File: src/rtl/ltc2333_pkg.sv
// Shared LTC2333 word layout, span type and the span sign rule.
package ltc2333_pkg;
    localparam int RES_MSB  = 23;
    localparam int RES_LSB  = 6;
    localparam int CH_MSB   = 5;
    localparam int CH_LSB   = 3;
    localparam int SPAN_MSB = 2;
    localparam int RES_W    = RES_MSB - RES_LSB + 1;

    typedef logic [SPAN_MSB:0] span_t;

    typedef struct packed {
        logic [RES_W-1:0]     res;
        logic [CH_MSB:CH_LSB] ch;
        span_t                span;
    } adc_word_t;

    function automatic logic is_bipolar(span_t s);
        return (s == 3'd2) || (s == 3'd3) || (s == 3'd6) || (s == 3'd7);
    endfunction
endpackage

File: src/rtl/ltc2333_accum_bank.sv
// Eight per-channel {sum, count, span} accumulators; reports when a write completes an average.
module ltc2333_accum_bank
    import ltc2333_pkg::*;
#(
    parameter int AVG_LOG2_MAX = 8,
    parameter int SUM_W        = 18 + AVG_LOG2_MAX
) (
    input  logic             clk,
    input  logic             aresetn,
    input  logic             clear_all,
    input  logic             wr_en,
    input  logic [2:0]       ch,
    input  span_t            span,
    input  logic [SUM_W-1:0] sample,
    input  logic [3:0]       avg_log2,
    output logic             out_done,
    output logic [SUM_W-1:0] out_sum
);
    localparam int NCNT_W = AVG_LOG2_MAX + 1;

    logic [7:0][SUM_W-1:0]  sum_q;
    logic [7:0][NCNT_W-1:0] cnt_q;
    span_t [7:0]            span_q;

    logic              restart;
    logic [NCNT_W-1:0] new_cnt;
    logic [NCNT_W-1:0] target;

    // A span change (or a simultaneous clear) makes this sample the first of a new average.
    always_comb begin
        restart  = clear_all || (span != span_q[ch]);
        out_sum  = (restart ? '0 : sum_q[ch]) + sample;
        new_cnt  = (restart ? '0 : cnt_q[ch]) + 1'b1;
        target   = NCNT_W'(1) << avg_log2;
        out_done = wr_en && (new_cnt == target);
    end

    always_ff @(posedge clk or negedge aresetn) begin
        if (!aresetn) begin
            sum_q  <= '0;
            cnt_q  <= '0;
            span_q <= '0;
        end else begin
            if (clear_all) begin
                sum_q <= '0;
                cnt_q <= '0;
            end
            if (wr_en) begin
                span_q[ch] <= span;
                sum_q[ch]  <= out_done ? '0 : out_sum;
                cnt_q[ch]  <= out_done ? '0 : new_cnt;
            end
        end
    end
endmodule

File: src/rtl/ltc2333_sample_averager.sv
// Pops LTC2333 words from the deserializer FIFO, averages 2^avg_log2 samples per channel
// and emits one AXI-Stream beat per completed channel sum.
module ltc2333_sample_averager
    import ltc2333_pkg::*;
#(
    parameter int AVG_LOG2_MAX = 8,
    parameter int SUM_W        = 18 + AVG_LOG2_MAX,
    parameter int LAST_CH      = 7,
    parameter int CNT_W        = 16
) (
    input  logic             clk,
    input  logic             aresetn,
    input  logic             FIFO_notEmpty,
    output logic             FIFO_rden,
    input  logic [31:0]      FIFO_dout,
    input  logic             enable,
    input  logic [3:0]       avg_log2,
    output logic [31:0]      m_axis_tdata,
    output logic             m_axis_tvalid,
    input  logic             m_axis_tready,
    output logic             m_axis_tlast,
    output logic [CNT_W-1:0] drop_count
);
    localparam logic [1:0] S_IDLE = 2'd0;
    localparam logic [1:0] S_WAIT = 2'd1;
    localparam logic [1:0] S_PROC = 2'd2;

    logic [1:0]       state;
    logic [31:0]      word_q;
    logic [3:0]       avg_q;
    logic [3:0]       avg_clamped;
    adc_word_t        word;
    logic             malformed;
    logic             wr_en;
    logic             clear_all;
    logic [SUM_W-1:0] sample;
    logic             out_done;
    logic [SUM_W-1:0] out_sum;

    assign avg_clamped = (avg_log2 > 4'(AVG_LOG2_MAX)) ? 4'(AVG_LOG2_MAX) : avg_log2;
    assign clear_all   = !enable || (avg_clamped != avg_q);

    assign word      = adc_word_t'(word_q[RES_MSB:0]);
    assign malformed = (|word_q[31:RES_MSB+1]) || (word.span == 3'd0);
    assign wr_en     = (state == S_PROC) && !malformed;
    assign sample    = is_bipolar(word.span) ? {{(SUM_W-RES_W){word.res[RES_W-1]}}, word.res}
                                             : {{(SUM_W-RES_W){1'b0}}, word.res};

    // No pop while a beat is pending, so the output register is never overwritten.
    assign FIFO_rden = aresetn && (state == S_IDLE) && enable && FIFO_notEmpty && !m_axis_tvalid;

    ltc2333_accum_bank #(
        .AVG_LOG2_MAX(AVG_LOG2_MAX),
        .SUM_W       (SUM_W)
    ) u_bank (
        .clk      (clk),
        .aresetn  (aresetn),
        .clear_all(clear_all),
        .wr_en    (wr_en),
        .ch       (word.ch),
        .span     (word.span),
        .sample   (sample),
        .avg_log2 (avg_clamped),
        .out_done (out_done),
        .out_sum  (out_sum)
    );

    always_ff @(posedge clk or negedge aresetn) begin
        if (!aresetn) begin
            state         <= S_IDLE;
            word_q        <= '0;
            avg_q         <= '0;
            drop_count    <= '0;
            m_axis_tdata  <= '0;
            m_axis_tvalid <= 1'b0;
            m_axis_tlast  <= 1'b0;
        end else begin
            avg_q <= avg_clamped;
            case (state)
                S_IDLE: if (FIFO_rden) state <= S_WAIT;
                S_WAIT: begin
                    word_q <= FIFO_dout;
                    state  <= S_PROC;
                end
                S_PROC: begin
                    if (malformed && (drop_count != '1)) drop_count <= drop_count + 1'b1;
                    state <= S_IDLE;
                end
                default: state <= S_IDLE;
            endcase

            if (m_axis_tvalid && m_axis_tready) m_axis_tvalid <= 1'b0;
            if (wr_en && out_done) begin
                m_axis_tvalid <= 1'b1;
                m_axis_tdata  <= 32'({word.ch, word.span, out_sum});
                m_axis_tlast  <= (word.ch == 3'(LAST_CH));
            end
        end
    end
endmodule

File: config.mk
export PLATFORM = sky130hd
export DESIGN_NAME = ltc2333_sample_averager
export DESIGN_NICKNAME = d
export VERILOG_FILES = /design/src/rtl/ltc2333_pkg.sv /design/src/rtl/ltc2333_accum_bank.sv /design/src/rtl/ltc2333_sample_averager.sv
export SDC_FILE = /design/constraint.sdc
export NUM_CORES = 1
export LEC_CHECK = 0
export CORE_AREA = 2 2 175 177
export CTS_BUF_LIST = sky130_fd_sc_hd__clkbuf_4
export CTS_CLUSTER_SIZE = 14
export DETAILED_ROUTE_END_ITERATION = 12
export DIE_AREA = 0 0 177 179
export PLACE_DENSITY = 0.83
export SYNTH_ARGS = -nofsm -noshare
export SYNTH_HDL_FRONTEND = slang
export SYNTH_HIERARCHICAL = 1
export SYNTH_SLANG_ARGS = --single-unit
File: constraint.sdc
create_clock -name clk -period 12.13 [get_ports clk]
set_input_delay 3.0325 -clock clk [delete_from_list [all_inputs] [get_ports clk]]
set_output_delay 3.0325 -clock clk [all_outputs]
set_load 0.005 [all_outputs]
==> results.txt, run 1 <==
Met1 wire length - 21.7 mm
Overflow after GRT - 0
Initial DRC count - 2,023
Cell-internal power - 0.00216 W
Met3 routed WL - 5.73 mm
Final min period - 9.11 ns
Hold buffers post-CTS - 0
Setup crit end kind - register
Die area - 31,700 µm²
H-tree depth - 3
Antenna violations before repair - 2
PwrDens - 147 nW/µm²
Routed via count - 15.9k
Post-layout nets - 1,965
Layout cells sized above 1 - 17.3%
I/O pin count - 92
Fillers - 2,230
IO Port Bufs - 91
Core Util, Final - 71.8%
Seq pwr share - 43.9%
Detailed placer's ending HPWL - 30.7 mm
Period utilisation layout - 75.1%
Number of synthesized flops with an enable pin - 0
Syn-to-layout area delta - 12.3%
DR WL met2 - 25.5 mm
Asr flop ratio synth - 100%
GRT Total Usage - 35.4%
Global-route wire length before repair - 86.9 mm
CP arrival - 9.67 ns
Final hold slack - 0.474 ns
Clock share of power - 35.4%
Row count - 64
Top sig layer - met4
Worst min path class - reg -> reg
Cell Area, Synth - 19,200 µm²
Max VDD drop - 0.0000838 V
CP Data Required Time - 12.69 ns
Synthesized Nets - 1,879
Worst slew margin - 23.0%
Post_cts resized - 0
Average cell area after synthesis - 10.6 µm²
Status - finished clean
Max FO, Critical Path - 102
DRT Pass-1 Iters - 6
Wirelength per Cell - 23.2 µm
Net Sw Power - 0.00100 W
Starting Density - 63.9%
Fin. Hold Viols - 0
Crit path kind - in -> reg
Die Height - 179 µm
Leakage power - 9.74 nW
Synth cell types - 76
CTS tree - done
Max-cap violations - 0
Worst-Margin Slew - 1.16 ns
Clk_skew - 0.0589 ns
Vias in the first global route - 16.1k
CTS buffer count - 99
Max clock buf depth - 3
CORE AREA - 30,000 µm²
Post-Synthesis Cells - 1,810
Clock root buffer - clkbuf_4
Sw Ratio - 31.7%
Worst-path clk slew - 0.06 ns
Slew Viols, Final - 0
Sequential-to-total area share from yosys stat - 51.1%
F_max - 110 MHz
Setup TNS - 0 ns
Worst setup SP type - input port
Antenna Violating Nets Remaining - 0
YS warnings - 6
Pin count of the biggest net entering global routing - 103
FF/Latch Area - 9810 µm²
Routability Congestion - 0.924
Die width - 177 µm
Synth Flop Type - dfrtp_1
Unrepaired setup endpoints after global routing - no
Area taken by multi-input logic gates - 8650 µm²
Drt drc - 0
Post-CTS Setup Bufs - 0
Clk sink count - 392
Flops & latches, synth - 392
Skew-Pair Late Insertion Delay - 0.78 ns
Routed wire length - 54.8 mm
Via density - 6.76
Endpoints failing setup - 0
Combinational fraction of design power - 20.7%
## kinds of logic after synthesis
kind of cell	share of synthesized area, %
buffers and inverters	4.42
multiplexers	8.24
AND/OR/NAND/NOR	12.7
AO/OA/AOI/OAI	19.4
XOR/XNOR	2.24
flip-flops	51.1
adder cells (fa/ha/maj)	1.86
## synth_stat cells (all sizes together) (10+ instances only)
master / instances / area, µm²
mux2: 101 / 1250
nand3: 15 / 75.1
nor3: 17 / 90.1
clkbuf: 95 / 357
o22ai: 72 / 450
and3: 11 / 68.8
a21oi: 31 / 155
nand2: 321 / 1210
nor4: 32 / 236
mux4: 10 / 225
xor2: 25 / 219
xnor2: 24 / 210
a21o: 14 / 105
buf: 51 / 342
o22a: 18 / 158
or4: 10 / 82.6
nor2: 45 / 169
o221ai: 21 / 184
o31ai: 275 / 2060
dfrtp: 392 / 9810
mux2i: 11 / 110
ha: 27 / 338
o21ai: 24 / 120
nand2b: 16 / 100
inv: 40 / 150
## worst max-delay path, cell delays in order
cell	delay (ns)
clkdlybuf4s50_1	0.62
nor2b_1	0.61
xnor2_1	0.23
o2111ai_2	0.14
buf_4	0.24
nand3b_1	0.20
buf_4	0.30
nor2_1	0.16
ha_1	0.27
inv_1	0.11
nor4_4	0.43
a211oi_1	0.22
a2111oi_2	0.31
nor4_1	0.16
nor4_4	0.36
buf_4	0.91
buf_4	1.00
o31ai_1	0.21
## cell type report
class | count | area share (%)
Sequential cell | 392 | 45.5
Multi-Input combinational cell | 1232 | 40.1
Timing Repair Buffer | 131 | 5.64
Clock buffer | 146 | 5.09
Tap cell | 396 | 2.30
Inverter | 40 | 0.697
Clock inverter | 17 | 0.610
Antenna cell | 2 | 0.0232
## power groups by stage
stage / clock, W / sequential [W] / combinational (W)
after detailed placement: 0 / 0.00141 / 0.000635
after CTS: 0.00114 / 0.00139 / 0.000640
after global routing: 0.00121 / 0.00139 / 0.000704
after floorplan: 0 / 0.00139 / 0.000427
final: 0.00112 / 0.00139 / 0.000655
after global placement: 0 / 0.00141 / 0.000621
## metal layers
metal  global-route usage, %  up-vias
met5                       0        -
met4                    14.5        0
met3                    7.78      190
met2                    56.1      983
met1                    47.8     7836
li1                        -     6916
## stage by stage
stage | total power [W] | cell area [µm²] | cells | setup slack [ns]
floorplan | 0.00182 | 19200 | 1810 | 4.87
global placement | 0.00203 | 20300 | 2191 | 2.79
detailed placement | 0.00204 | 20300 | 2191 | 2.48
CTS | 0.00316 | 21500 | 2354 | 3.24
global route | 0.00330 | 21600 | 2356 | 2.55
finish | 0.00316 | 21600 | 2356 | 3.02
## worst paths after layout
| path | depth (start not counted) | startpoint | slack, ns | to |
|---|---|---|---|---|
| min in group asynchronous | 1 | aresetn | 2.21 | u_bank/sum_q[35]$_DFF_PN0_ |
| min reg2reg | 2 | u_bank/cnt_q[2]$_DFF_PN0_ | 0.47 | u_bank/cnt_q[2]$_DFF_PN0_ |
| min | 2 | u_bank/cnt_q[2]$_DFF_PN0_ | 0.47 | u_bank/cnt_q[2]$_DFF_PN0_ |
| max reg2reg | 18 | word_q[5]$_DFFE_PN0N_ | 4.83 | u_bank/cnt_q[40]$_DFF_PN0_ |
| max in group asynchronous | 3 | aresetn | 7.61 | u_bank/sum_q[22]$_DFF_PN0_ |
| max | 18 | avg_log2[3] | 3.02 | u_bank/cnt_q[40]$_DFF_PN0_ |
## flip-flops by register name (all words and copies together), names as in the netlist
register       cells
m_axis_tdata      32
u_bank/cnt_q      72
u_bank/sum_q     208
m_axis_tvalid      1
avg_q              4
state              2
word_q            32
m_axis_tlast       1
drop_count        16
u_bank/span_q     24
## cell usage in the layout, fill, tap and decap left out, types with 27 or more instances in the layout
cell type	netlist	layout
buf_4	30	40
clkbuf_4	0	146
clkdlybuf4s50_1	0	90
dfrtp_1	392	391
ha_1	27	27
inv_1	39	39
mux2_2	72	72
mux2_4	29	29
nand2_1	320	320
nor2_1	45	45
nor4_1	29	29
o22ai_1	72	72
o31ai_1	275	275
(Power assumes the default switching activity.)
==> run 2, diff against run 1 <==
Settings changed: CORE_AREA 2 2 175 177 to 2 2 187 189, DIE_AREA 0 0 177 179 to 0 0 189 191, PLACE_DENSITY 0.83 to 0.77.
Clock period 12.13 ns to 8.3 ns, I/O delays scaled along.
==> run 2 against run 1 <==
Utilization decreased by 8.0 points; cell count is 3.1% higher; global-route usage is 4.2 points lower; critical endpoint is now u_bank/sum_q[42]$_DFF_PN0_; sequential power increased by 47%; clock power increased by 52%.
==> results.txt, run 2 (synthesis gave the netlist of run 1 again) <==
Dpl cells - 2,253
H-tree depth - 3
Max-cap violations - 0
Sw Ratio - 31.8%
Via density - 6.50
Slew Viols, Final - 0
Max VDD drop - 0.000112 V
Die Height - 191 µm
Die area - 36,100 µm²
F_max - 142 MHz
Clock root buffer - clkbuf_4
CP arrival - 7.62 ns
Routed via count - 15.8k
Max clock buf depth - 3
FF-to-FF setup slack - 2.05 ns
Fillers - 2,763
Wirelength per Cell - 22.8 µm
CP Data Required Time - 8.90 ns
Period utilisation layout - 84.6%
Drt drc - 0
DRT Pass-1 Iters - 5
CTS tree - done
Routability Congestion - 0.923
Met1 Usage GRT - 42.0%
Antenna violations before repair - 2
Met2 Track Usage GR - 48.4%
IO Port Bufs - 91
Status - finished clean
Hold buffers post-CTS - 0
Clk_skew - 0.0536 ns
Vias in the first global route - 15.9k
Largest register FFs - 208
Combinational fraction of design power - 20.3%
Clock share of power - 36.3%
Post_cts resized - 0
CORE AREA - 34,100 µm²
Final Non-Filler Cells - 2,430
Post-CTS Setup Bufs - 0
Endpoints failing setup - 0
Worst min path class - reg -> reg
Worst slew margin - 16.4%
Max FO, Critical Path - 264
Global-route wire length before repair - 87.9 mm
Syn-to-layout area delta - 13.4%
Antenna Violating Nets Remaining - 0
Leakage power - 9.80 nW
Setup TNS - 0 ns
Seq pwr share - 43.4%
Unrepaired setup endpoints after global routing - no
Final min period - 7.02 ns
Overflow after GRT - 0
CTS buffer count - 100
Die width - 189 µm
GR peak layer - met2
Fin. Hold Viols - 0
Post-layout nets - 1,969
Met3 Track Usage GR - 7.42%
Clk sink count - 392
Layout cells sized above 1 - 17.1%
Biggest regs - u_bank/sum_q (208), u_bank/cnt_q (72)
GRT Total Usage - 31.2%
Initial DRC count - 1,937
I/O pin count - 92
Critical path, cell by cell - clkdlybuf4s50_1 -> nor2b_1 -> xnor2_1 -> o2111ai_2 -> buf_4 -> nor4bb_1 -> buf_4 -> ha_1 -> inv_1 -> nor4_4 -> a211oi_1 -> a2111oi_2 -> nor4_1 -> nor4_4 -> buf_12 -> o31ai_1
Pin count of the biggest net entering global routing - 265
Commonest non-fill, non-tap cell in the layout - dfrtp_1
Skew-Pair Late Insertion Delay - 0.82 ns
Cell-internal power - 0.00320 W
Most frequent cells in the layout - dfrtp_1 (391), nand2_1 (320), o31ai_1 (275)
Worst-path clk slew - 0.06 ns
Setup crit end kind - register
PwrDens - 216 nW/µm²
Net Sw Power - 0.00150 W
Detailed placer's ending HPWL - 31.3 mm
Slowest stage cell on the critical path - buf_12
CP peak stage delay - 0.81 ns
Crit path kind - in -> reg
Worst setup SP type - input port
Worst-Margin Slew - 1.25 ns
Row count - 68
Routed wire length - 55.3 mm
Largest reg by FF count - u_bank/sum_q
Starting Density - 56.2%
==> run 2: changes by cell type in the layout (fill, tap and decap cells not counted), sizes merged <==
cell      change
buf           +3
bufinv        +3
clkbuf       -14
clkinv       +24
clkinvlp      -1
==> run 2: final cells by class <==
| class | count | area, µm² | share of cell area, % |
|---|---|---|---|
| inverters | 40 | 150 | 0.690 |
| clock inverters | 43 | 314 | 1.44 |
| repair buffers | 134 | 1280 | 5.86 |
| diodes | 2 | 5.00 | 0.0230 |
| flip-flops and latches | 392 | 9810 | 45.1 |
| well taps | 455 | 569 | 2.62 |
| clock buffers | 132 | 991 | 4.55 |
| multi-input cells | 1232 | 8650 | 39.7 |
==> run 2: final timing paths <==
check / start / endpoint / depth (start not counted)
min: u_bank/cnt_q[53]$_DFF_PN0_ / u_bank/cnt_q[53]$_DFF_PN0_ / 2
max reg2reg: word_q[3]$_DFFE_PN0N_ / u_bank/sum_q[42]$_DFF_PN0_ / 16
min in group asynchronous: aresetn / m_axis_tdata[15]$_DFFE_PN0P_ / 1
max in group asynchronous: aresetn / drop_count[15]$_DFFE_PN0P_ / 4
min reg2reg: u_bank/cnt_q[53]$_DFF_PN0_ / u_bank/cnt_q[53]$_DFF_PN0_ / 2
max: avg_log2[3] / u_bank/sum_q[42]$_DFF_PN0_ / 16
==> run 2: critical path, delay by kind of cell <==
kind	cells	cell delay (ns)
XOR/XNOR	1	0.21
adder cells (fa/ha/maj)	1	0.27
AND/OR/NAND/NOR	5	1.96
buffers and inverters	5	2.00
AO/OA/AOI/OAI	4	0.87
==> run 2: metal layers <==
layer  routed length [µm]  part of all wire [%]  up-vias
met5                    0                     0        -
met4                 2010                   3.6        0
met3                 5710                    10      193
met2                25300                    46      940
met1                22300                    40     7733
li1                     -                     -     6922
==> run 2: power groups by stage <==
stage | registers (W) | logic (W) | clock network [W]
final | 0.00204 | 0.000954 | 0.00170
after global routing | 0.00205 | 0.00102 | 0.00184
after CTS | 0.00204 | 0.000931 | 0.00174
after detailed placement | 0.00208 | 0.000926 | 0
after global placement | 0.00207 | 0.000910 | 0
after floorplan | 0.00203 | 0.000624 | 0
==> run 2: per-stage QoR <==
stage / hold WS, ns / util [%] / instance area [µm²] / power, W / worst slack [ns]
after floorplan: 0.440 / - / 19200 / 0.00265 / 2.00
after global placement: 0.453 / 60.0 / 20500 / 0.00298 / 0.897
after detailed placement: 0.457 / 60.0 / 20500 / 0.00300 / 0.609
after CTS: 0.477 / 63.8 / 21800 / 0.00471 / 1.42
after global routing: 0.493 / 63.8 / 21800 / 0.00491 / 0.871
final: 0.472 / 63.8 / 21800 / 0.00470 / 1.28
==> run 3, diff against run 2 <==
Settings changed: CORE_AREA 2 2 187 189 to 2 2 178 180, DIE_AREA 0 0 189 191 to 0 0 180 182, PLACE_DENSITY 0.77 to 0.81.
Clock period 8.3 ns to 7.2 ns, I/O delays scaled along.
==> run 3 against run 2 <==
Flip-flop and latch count did not move; via count rose by 2.3%; setup slack got worse by 0.30 ns; non-clock buffer count rose by 11; sequential power rose by 16%.
==> results.txt, run 3 (synthesis gave the netlist of run 1 again) <==
Drt drc - 0
CP peak stage delay - 0.67 ns
Leakage power - 9.88 nW
Via density - 6.75
Clock share of power - 36.3%
Largest reg by FF count - u_bank/sum_q
Detailed placer's ending HPWL - 33.2 mm
Period utilisation layout - 86.4%
Hold buffers post-CTS - 0
Net Sw Power - 0.00172 W
Wirelength per Cell - 23.9 µm
CP top delay family - compound AO/OA/AOI/OAI gates
Antenna Violating Nets Remaining - 0
Die Height - 182 µm
Worst-Margin Slew - 1.27 ns
Skew-Pair Late Insertion Delay - 0.81 ns
Unrepaired setup endpoints after global routing - no
IO Port Bufs - 91
Worst path bufs/invs - 3
Crit path kind - reg -> reg
FF-to-FF setup slack - 0.98 ns
Syn-to-layout area delta - 13.7%
Global-route wire length before repair - 89.8 mm
Slowest stage cell on the critical path - dfrtp_2
Met3 routed WL - 6.25 mm
DRT Pass-1 Iters - 9
Clk_skew - 0.0578 ns
CP Data Required Time - 7.89 ns
Routed via count - 16.2k
Antenna violations before repair - 1
Setup TNS - 0 ns
GRT Total Usage - 34.8%
CP arrival - 6.91 ns
Die width - 180 µm
Worst slew margin - 15.4%
Routed wire length - 57.1 mm
Met1 wire length - 22.1 mm
Fillers - 2,248
Slew Viols, Final - 0
Row count - 65
Post_cts resized - 0
CORE AREA - 31,000 µm²
Post-layout nets - 1,983
Max VDD drop - 0.000139 V
Clock root buffer - clkbuf_4
Die area - 32,800 µm²
Worst setup SP type - register
PwrDens - 250 nW/µm²
Max clock buf depth - 3
Cell-internal power - 0.00372 W
Fin. Hold Viols - 0
Clk sink count - 392
Worst min path class - reg -> reg
Starting Density - 61.9%
CTS tree - done
Endpoints failing setup - 0
Largest register FFs - 208
Post-CTS Setup Bufs - 0
Power Total - 0.00545 W
Worst-path clk slew - 0.06 ns
I/O pin count - 92
Most frequent cells in the layout - dfrtp_1 (391), nand2_1 (320), o31ai_1 (275)
Sw Ratio - 31.6%
Biggest regs - u_bank/sum_q (208), u_bank/cnt_q (72)
F_max - 161 MHz
Seq pwr share - 43.3%
Vias in the first global route - 16.4k
Routability Congestion - 0.955
Status - finished clean
Overflow after GRT - 0
Top sig layer - met4
Max FO, Critical Path - 22
DR WL met2 - 25.9 mm
H-tree depth - 3
Combinational fraction of design power - 20.4%
Pin count of the biggest net entering global routing - 273
Final min period - 6.22 ns
Final hold slack - 0.476 ns
Layout cells sized above 1 - 18.4%
Max-cap violations - 0
CTS buffer count - 103
Commonest non-fill, non-tap cell in the layout - dfrtp_1
Setup crit end kind - register
Critical path, cell by cell - mux2_2 -> a221oi_1 -> o2bb2ai_1 -> xnor2_1 -> nand3b_1 -> buf_4 -> buf_4 -> nor4_1 -> ha_1 -> and3_1 -> nor4_1 -> a21oi_1 -> a221o_1 -> a21o_1 -> a21oi_1 -> xor2_1 -> inv_1 -> mux2_4
Initial DRC count - 1,852
-- run 3: changes by cell type in the layout (fill, tap and decap cells not counted), sizes merged --
| cell | delta |
|---|---|
| clkinvlp | +2 |
| bufinv | -3 |
| clkinv | -20 |
| buf | +11 |
| clkbuf | +25 |
-- run 3: area by class of cell --
type	count	area, µm²	share of cell area (%)
well taps	402	503	2.31
clock inverters	22	158	0.723
inverters	40	150	0.688
multi-input cells	1232	8650	39.6
diodes	2	5.00	0.0229
clock buffers	157	1180	5.40
repair buffers	145	1360	6.23
flip-flops and latches	392	9810	45.0
-- run 3: power by group through the flow --
stage	sequential, W	combinational, W	clock, W
final	0.00236	0.00111	0.00198
after global placement	0.00239	0.00106	0
after CTS	0.00236	0.00108	0.00202
after global routing	0.00237	0.00118	0.00213
after detailed placement	0.00240	0.00108	0
after floorplan	0.00234	0.000720	0
-- run 3: path summary, 6_finish.rpt --
path / start / end / depth (start not counted)
min reg2reg: u_bank/cnt_q[3]$_DFF_PN0_ / u_bank/cnt_q[3]$_DFF_PN0_ / 2
min: u_bank/cnt_q[3]$_DFF_PN0_ / u_bank/cnt_q[3]$_DFF_PN0_ / 2
max reg2reg: word_q[5]$_DFFE_PN0N_ / m_axis_tdata[18]$_DFFE_PN0P_ / 18
max: word_q[5]$_DFFE_PN0N_ / m_axis_tdata[18]$_DFFE_PN0P_ / 18
min in group asynchronous: aresetn / u_bank/sum_q[74]$_DFF_PN0_ / 1
max in group asynchronous: aresetn / m_axis_tdata[23]$_DFFE_PN0P_ / 3
-- run 3: metrics by stage --
stage / util, % / worst slack (ns) / cells / area, µm²
6_report: 70.4 / 0.982 / 2392 / 21800
3_3_place_gp: 66.1 / 0.430 / 2211 / 20500
2_1_floorplan: - / 1.18 / 1810 / 19200
5_1_grt: 70.4 / 0.599 / 2392 / 21800
3_5_place_dp: 66.1 / 0.344 / 2211 / 20500
4_1_cts: 70.4 / 1.08 / 2390 / 21800
-- run 3: worst reg2reg max path, cell delays in order, from the launching register on --
cell	delay (ns)
dfrtp_2	0.67
mux2_2	0.40
a221oi_1	0.34
o2bb2ai_1	0.14
xnor2_1	0.57
nand3b_1	0.39
buf_4	0.28
buf_4	0.21
nor4_1	0.33
ha_1	0.34
and3_1	0.21
nor4_1	0.38
a21oi_1	0.19
a221o_1	0.37
a21o_1	0.19
a21oi_1	0.16
xor2_1	0.59
inv_1	0.10
mux2_4	0.28
-- run 3: layer usage --
metal | up-vias | GRT usage, %
met5 | - | 0
met4 | 0 | 18.0
met3 | 254 | 8.48
met2 | 1064 | 53.6
met1 | 7883 | 46.3
li1 | 6951 | -
